--- config.mk ---
export PLATFORM = sky130hd
export DESIGN_NAME = pulse_burst_gen
export DESIGN_NICKNAME = d
export VERILOG_FILES = /design/src/rtl/pulse_burst_gen.sv
export SDC_FILE = /design/constraint.sdc
export NUM_CORES = 1
export LEC_CHECK = 0
export BUFFER_PORTS_ARGS = -buffer_cell sky130_fd_sc_hd__buf_4
export CORE_ASPECT_RATIO = 0.6
export CORE_MARGIN = 1.5
export CORE_UTILIZATION = 63
export CTS_CLUSTER_SIZE = 28
export DETAILED_ROUTE_END_ITERATION = 7
export MAX_ROUTING_LAYER = met4
export PLACE_DENSITY = 0.85
export SYNTH_ARGS = -nofsm -noshare
export SYNTH_HDL_FRONTEND = slang
export SYNTH_SLANG_ARGS = --single-unit
--- constraint.sdc ---
create_clock -name clk -period 3.4 [get_ports clk]
set_input_delay 0.85 -clock clk [delete_from_list [all_inputs] [get_ports clk]]
set_output_delay 0.85 -clock clk [all_outputs]
set_load 0.1 [all_outputs]
--- src/rtl/pulse_burst_gen.sv ---
// pulse_burst_gen
//   Multi-channel programmable pulse-burst generator. On a start request a
//   channel latches its burst length and low/high phase lengths, emits
//   burst_len pulses (each one low phase followed by one high phase), then
//   raises a one-cycle done strobe. Channels are fully independent.
//
// Parameters
//   NCH     number of independent channels
//   CNT_W   width of burst_len / pulse count fields
//   HALF_W  width of half_lo / half_hi phase-length fields
//
// Ports
//   clk        single rising-edge clock
//   rst        synchronous active-high reset
//   start      [NCH]         per-channel start request (sampled while idle)
//   abort      [NCH]         per-channel abort, returns channel to idle
//   burst_len  [NCH*CNT_W]   pulses per burst, ch k at [k*CNT_W +: CNT_W]
//   half_lo    [NCH*HALF_W]  low-phase length in cycles (0 treated as 1)
//   half_hi    [NCH*HALF_W]  high-phase length in cycles (0 treated as 1)
//   pulse_out  [NCH]         generated pulse train
//   busy       [NCH]         channel running a burst
//   done       [NCH]         one-cycle completion strobe
//   pulse_cnt  [NCH*CNT_W]   pulses emitted in the current/last burst
//
// Configuration
//   PULSE_BURST_CNT_EN  when defined, the pulse_cnt port and its per-channel
//                       counter are present; otherwise both are absent.

module pulse_burst_gen #(
  parameter int NCH    = 1,
  parameter int CNT_W  = 8,
  parameter int HALF_W = 8
) (
  input  logic                  clk,
  input  logic                  rst,
  input  logic [NCH-1:0]        start,
  input  logic [NCH-1:0]        abort,
  input  logic [NCH*CNT_W-1:0]  burst_len,
  input  logic [NCH*HALF_W-1:0] half_lo,
  input  logic [NCH*HALF_W-1:0] half_hi,
  output logic [NCH-1:0]        pulse_out,
  output logic [NCH-1:0]        busy,
  output logic [NCH-1:0]        done
`ifdef PULSE_BURST_CNT_EN
  ,
  output logic [NCH*CNT_W-1:0]  pulse_cnt
`endif
);

  typedef enum logic [1:0] {
    IDLE = 2'd0,
    LO   = 2'd1,
    HI   = 2'd2
  } state_t;

  // The phase counter counts down to zero, so a phase of length n loads n-1.
  // A programmed length of 0 behaves like 1, which also loads 0.
  function automatic logic [HALF_W-1:0] phase_load(input logic [HALF_W-1:0] len);
    return (len == '0) ? '0 : len - HALF_W'(1);
  endfunction

  for (genvar gi = 0; gi < NCH; gi++) begin : g_ch
    state_t             state_reg, state_next;
    logic [HALF_W-1:0]  phase_reg, phase_next;
    logic [HALF_W-1:0]  lo_reg, lo_next;
    logic [HALF_W-1:0]  hi_reg, hi_next;
    logic [CNT_W-1:0]   remain_reg, remain_next;
    logic               done_reg, done_next;
    logic [CNT_W-1:0]   len_in;
    logic [HALF_W-1:0]  lo_in;
    logic [HALF_W-1:0]  hi_in;
`ifdef PULSE_BURST_CNT_EN
    logic [CNT_W-1:0]   cnt_reg, cnt_next;
`endif

    assign len_in = burst_len[gi*CNT_W +: CNT_W];
    assign lo_in  = half_lo[gi*HALF_W +: HALF_W];
    assign hi_in  = half_hi[gi*HALF_W +: HALF_W];

    always_ff @(posedge clk) begin
      if (rst) begin
        state_reg  <= IDLE;
        phase_reg  <= '0;
        lo_reg     <= '0;
        hi_reg     <= '0;
        remain_reg <= '0;
        done_reg   <= 1'b0;
`ifdef PULSE_BURST_CNT_EN
        cnt_reg    <= '0;
`endif
      end else begin
        state_reg  <= state_next;
        phase_reg  <= phase_next;
        lo_reg     <= lo_next;
        hi_reg     <= hi_next;
        remain_reg <= remain_next;
        done_reg   <= done_next;
`ifdef PULSE_BURST_CNT_EN
        cnt_reg    <= cnt_next;
`endif
      end
    end

    always_comb begin
      state_next  = state_reg;
      phase_next  = phase_reg;
      lo_next     = lo_reg;
      hi_next     = hi_reg;
      remain_next = remain_reg;
      done_next   = 1'b0;
`ifdef PULSE_BURST_CNT_EN
      cnt_next    = cnt_reg;
`endif
      if (abort[gi]) begin
        // Abort beats everything, including a same-cycle start; the pulse
        // count is left holding its value.
        state_next = IDLE;
      end else begin
        case (state_reg)
          IDLE: begin
            if (start[gi]) begin
              lo_next = lo_in;
              hi_next = hi_in;
`ifdef PULSE_BURST_CNT_EN
              cnt_next = '0;
`endif
              if (len_in != '0) begin
                state_next  = LO;
                remain_next = len_in;
                phase_next  = phase_load(lo_in);
              end else begin
                // Empty burst completes immediately without pulsing.
                done_next = 1'b1;
              end
            end
          end
          LO: begin
            if (phase_reg == '0) begin
              state_next = HI;
              phase_next = phase_load(hi_reg);
`ifdef PULSE_BURST_CNT_EN
              cnt_next = cnt_reg + CNT_W'(1);
`endif
            end else begin
              phase_next = phase_reg - HALF_W'(1);
            end
          end
          HI: begin
            if (phase_reg == '0) begin
              if (remain_reg == CNT_W'(1)) begin
                state_next = IDLE;
                done_next  = 1'b1;
              end else begin
                state_next  = LO;
                remain_next = remain_reg - CNT_W'(1);
                phase_next  = phase_load(lo_reg);
              end
            end else begin
              phase_next = phase_reg - HALF_W'(1);
            end
          end
          default: state_next = IDLE;
        endcase
      end
    end

    assign pulse_out[gi] = (state_reg == HI);
    assign busy[gi]      = (state_reg != IDLE);
    assign done[gi]      = done_reg;
`ifdef PULSE_BURST_CNT_EN
    assign pulse_cnt[gi*CNT_W +: CNT_W] = cnt_reg;
`endif
  end

endmodule
## Word-level counts from Yosys, hierarchy flattened

Cells that the tools add are included.

- Register bits after elaboration: 35
- Word-level logic and storage cells: 60
- Output and inout bits: 3
- Input bits: 28

- Muxes and demuxes: 25
- Equality and inequality tests: 9
- Reduce and logical (&&, ||, !) cells: 14
- $add $sub $neg: 5
- Bitwise operators: 1

Operators with widths:

| cell | number |
|---|---|
| 2-to-1 mux 8 bit | 12 |
| subtractor 8 x 1 -> 8 bit (second input constant) | 5 |
| logical NOT 8 bit | 4 |
| case mux 8 bit (3 select lines) | 1 |
| case mux 8 bit (2 select lines) | 1 |
| equality test 8 x 1 -> 1 bit (second input constant) | 1 |
| 2-to-1 mux 2 bit | 4 |
| inequality test 2 bit (second input constant) | 4 |
| nonzero test 8 bit | 1 |
| case mux 2 bit (3 select lines) | 1 |
| AND reduction 6 bit | 1 |
| 2-to-1 mux 1 bit | 5 |
| AND reduction 5 bit | 1 |
| AND reduction 4 bit | 1 |
| nonzero test 2 bit | 2 |
| inequality test 3 bit (second input constant) | 1 |
| AND reduction 3 bit | 1 |
| nonzero test 3 bit | 1 |
| equality test 2 x 1 -> 1 bit (second input constant) | 1 |
| equality test 2 bit (second input constant) | 1 |
| logical NOT 2 bit | 1 |
| inequality test 2 x 1 -> 1 bit (second input constant) | 1 |
| case mux 1 bit (2 select lines) | 1 |
| OR reduction 2 bit | 1 |
| inverter 1 bit | 1 |

## Logic depth before layout (Yosys ltp)

- Depth in word-level cells: 5
- Mapped depth: 9
- Gate-level depth less buffers: 7

## Worst setup path before layout

OpenSTA, ideal clock, no wires.

- Path kind: flip-flop to flip-flop
- From: register g_ch[0].state_reg[0]
- To: register g_ch[0].state_reg[0]
- Data required time: 3,330 ps
- Clock period less this slack: 2,529 ps
- Slack: 871 ps
- Cell stages (with the launch flop): 8
- Setup time: 70 ps
- Data arrival time: 2,459 ps
- Buffers on the path: 2
- Cells stage by stage: dfxtp_1 > inv_1 > ha_1 > buf_2 > clkbuf_1 > a21oi_1 > or3b_1 > a21oi_1

- Cells in the longest elaborated chain, start to end: 3
- Elaborated cells between the ends (all ways): 9
- Those cells by class: 6 x eq/ne; 1 x mux; 2 x reduce/logical

RTL lines:

| what | line | source |
|---|---|---|
| start: declaration | 63 | `state_t state_reg, state_next;` |
| start signal: assignment | 92 | `state_reg <= state_next;` |
| equality test 2 bit (*) | -- |  |
| net pulse_out | 41 | `output logic [NCH-1:0] pulse_out,` |
| inequality test 2 x 1 -> 1 bit (no line) | -- |  |
| AND reduction 4 bit (no line) | -- |  |

Mark *: on every way through the listed nets, which the timed path passes. The rest lies on a longest branch.
A chain may end at the register's enable or synchronous reset.

## Worst setup path in the final report

- From: register g_ch[0].state_reg[0]
- To: output pulse_out

- Cells in the longest elaborated chain, start to end: 1

RTL lines:

| what | line | source |
|---|---|---|
| equality test 2 bit | 167 | `assign pulse_out[gi] = (state_reg == HI);` |
| end: declaration | 41 |  |

No other way between the ends.

==> run metrics <==
CTS tree=built; clock transition at the registers of the reported paths=about 70 ps; final net count=between 300 and 400; Combinational Power Share=between 20% and 30%; count of warnings emitted by yosys=0; Rel. slew slack=28.35%; Yosys top cell by area=dfxtp_1; post-route antenna net violation count=0; Design Power=between 1000 and 1500 µW; hpwl dp=5513 µm; Distinct cells, synth=59; crit path DAT=between 1500 and 2000 ps; DIE WIDTH=roughly 86 µm; initial antenna violation count=0; clock tree buffer depth=2; power density over the cells=between 400 and 500 nW/µm²; worst-path fanout max=22; unrepaired setup endpoints after global routing=false; cell-internal power=791.0 µW; final WL=7469 µm; Fill cells=approximately 280; global-route wire length before repair=roughly 12000 µm; # rows=17; I/O pin count=31; highest clock rate=approximately 360 MHz; die height=between 50 and 60 µm; post_cts resized=0; critical path type=reg2out; slew at the pin closest to its max-slew limit=1071 ps; drt pass-1 iters=5; global router's overall resource usage=between 30 and 40%; setup total negative slack=0 ps; port bufs=30; Post-Place Cells=393; multiplexer share of the synthesized area=1.156%; Tmin final=roughly 2800 ps; crit path cell chain=inv_1 > ha_1 > buf_4; Tcrit/Tclk final=between 80% and 90%; Crit path largest cell delay=between 700 and 800 ps; H-tree levels=2; Netlist Area Pre-Place=between 2000 and 3000 µm²; via count=2760; Pleak=approximately 0.0011 µW; vias in the first global route=around 2500; Mapped Cells=about 330; Reg power frac=between 30 and 40%; Post-Synth XOR/XNOR Area=between 5 and 6%; Core Area=between 3000 and 4000 µm²; Yosys top cell area share=approximately 27%; Post-synth EDFFs=0; switching part of the total=33.74%; CP startpoint kind=flip-flop; register area share after synthesis=26.96%; top_reg_cell synth=dfxtp_1; Hold Crit Class=reg2reg; status=finished, final reports clean; DRC=0; RePlAce Congestion=0.9338; Layout Cells excl Fill=about 400; Clock power frac=a little under a third; crit end category=output pin; clk sink count=35; antenna cells=0; drt initial violations=284; die area=4532 µm²; CP Data Required Time=between 2000 and 3000 ps; Register Area=around 700 µm²; post-synthesis register bit count=35; largest family of logic cells by synthesized area=compound AO/OA/AOI/OAI gates; reported max-cap violation count=0; Setup violations, final=0; largest net degree at the start of global routing=38; simple-gate portion of the synthesized area=between 20 and 30%; layout cells sized above 1=between 15 and 20%; Root Buffer=clkbuf_8; CTS Buf Count=5; Mapped Nets=370; post-synthesis async set-or-reset flop share=0%; crit path max-delay cell type=ha_1; multi-input logic area=about 1700 µm²; wire per inst=18.63 µm; Final Hold Viols=0; synthesized area per cell=7.899 µm²; Vias/cell=approximately 6.9; area grow syn2layout=13.38%; hold buffer count at CTS=0; total gr overflow=0; Starting Density=68.25%; VDD IR max=299.8 µV; Layout Skew=around 5.4 ps; adder-cell area share of the yosys netlist=between 6 and 7%; Max Slew Vio Count=0; Post-CTS Setup Bufs=0; Synth area leaders=dfxtp_1 27%, a21oi_1 7.7%, nand2_1 6.8%; clk_lat worst skew=roughly 290 ps; Compound-Gate Fraction of Synth Area=between 20 and 30%; Net Switching=approximately 400 µW
==> synthesized netlist by cell type, drive strengths merged, types with 2 or more instances <==
cell / n
a2111oi: 3
a211oi: 2
a21boi: 2
a21o: 2
a21oi: 40
a311oi: 8
a31oi: 5
and2: 3
buf: 6
clkbuf: 10
dfxtp: 35
ha: 13
inv: 21
mux2i: 3
nand2: 48
nand2b: 9
nand3: 5
nor2: 18
nor3: 14
nor3b: 3
nor4: 5
nor4b: 3
o211ai: 5
o21ai: 7
o221ai: 4
o22ai: 5
o31ai: 3
o32ai: 4
o41ai: 2
or2: 2
or3: 2
or3b: 2
or4: 8
xnor2: 10
xor2: 6
==> critical path: cells and delay by family (launching register included) <==
kind | cells | cell delay, ps
flops | 1 | 360
buf+inv | 2 | 520
fa+ha+maj | 1 | 790
==> metrics by stage <==
stage               setup slack (ps)  hold slack, ps  utilization, %  instance area, µm²
floorplan                      871.0           447.9               -                2599
global placement               747.1           464.3           74.43                2834
detailed placement             690.3           475.7           74.43                2834
CTS                            631.4           486.6           77.39                2947
global route                   473.7           495.6           77.39                2947
finish                         583.9           488.9           77.39                2947
==> kinds of logic after synthesis <==
| family | Yosys count |
|---|---|
| xor+xnor | 16 |
| flops | 35 |
| buf+inv | 37 |
| simple gates | 126 |
| fa+ha+maj | 13 |
| mux | 3 |
| compound gates | 99 |
==> cell usage in the layout, fill, tap and decap left out, drive strengths merged, types with 6 or more instances in the layout <==
master and count:
nor2 18, xnor2 10, o21ai 7, ha 13, nand2 48, a21oi 40, nor3 14, inv 21
buf 33, dfxtp 35, a311oi 8, nand2b 9, xor2 6, or4 8
==> layout make-up <==
type	instances	area share, %
Clock buffer	5	2.335
Clock inverter	3	1.486
Inverter	21	2.675
Multi-Input combinational cell	257	59.32
Sequential cell	35	23.78
Tap cell	47	1.996
Timing Repair Buffer	33	8.408
==> power by group through the flow <==
| stage | registers, µW | logic, µW | clock network [µW] |
|---|---|---|---|
| 2_1_floorplan | 468 | 245 | 0 |
| 3_3_place_gp | 477 | 319 | 0 |
| 3_5_place_dp | 479 | 330 | 0 |
| 4_1_cts | 469 | 334 | 382 |
| 5_1_grt | 475 | 374 | 404 |
| 6_report | 471 | 342 | 380 |
==> per-layer routing <==
metal / global-route usage, % / share of wire, % / vias to the layer above
met3: 9.291 / 9.7 / 33
met1: 51.42 / 46 / 1306
li1: - / - / 1261
met5: - / 0 / -
met4: 10.75 / 2.3 / 0
met2: 54.07 / 42 / 160
==> worst paths after layout <==
check                                     startpoint                   end  slack (ps)  depth (start not counted)
worst max register to register  g_ch[0].phase_reg[0]  g_ch[0].phase_reg[5]         660                          7
worst min-delay path               g_ch[0].lo_reg[5]     g_ch[0].lo_reg[5]         490                          2
worst max-delay path            g_ch[0].state_reg[0]             pulse_out         580                          3
worst min register to register     g_ch[0].lo_reg[5]     g_ch[0].lo_reg[5]         490                          2
(Power assumes the default switching activity.)
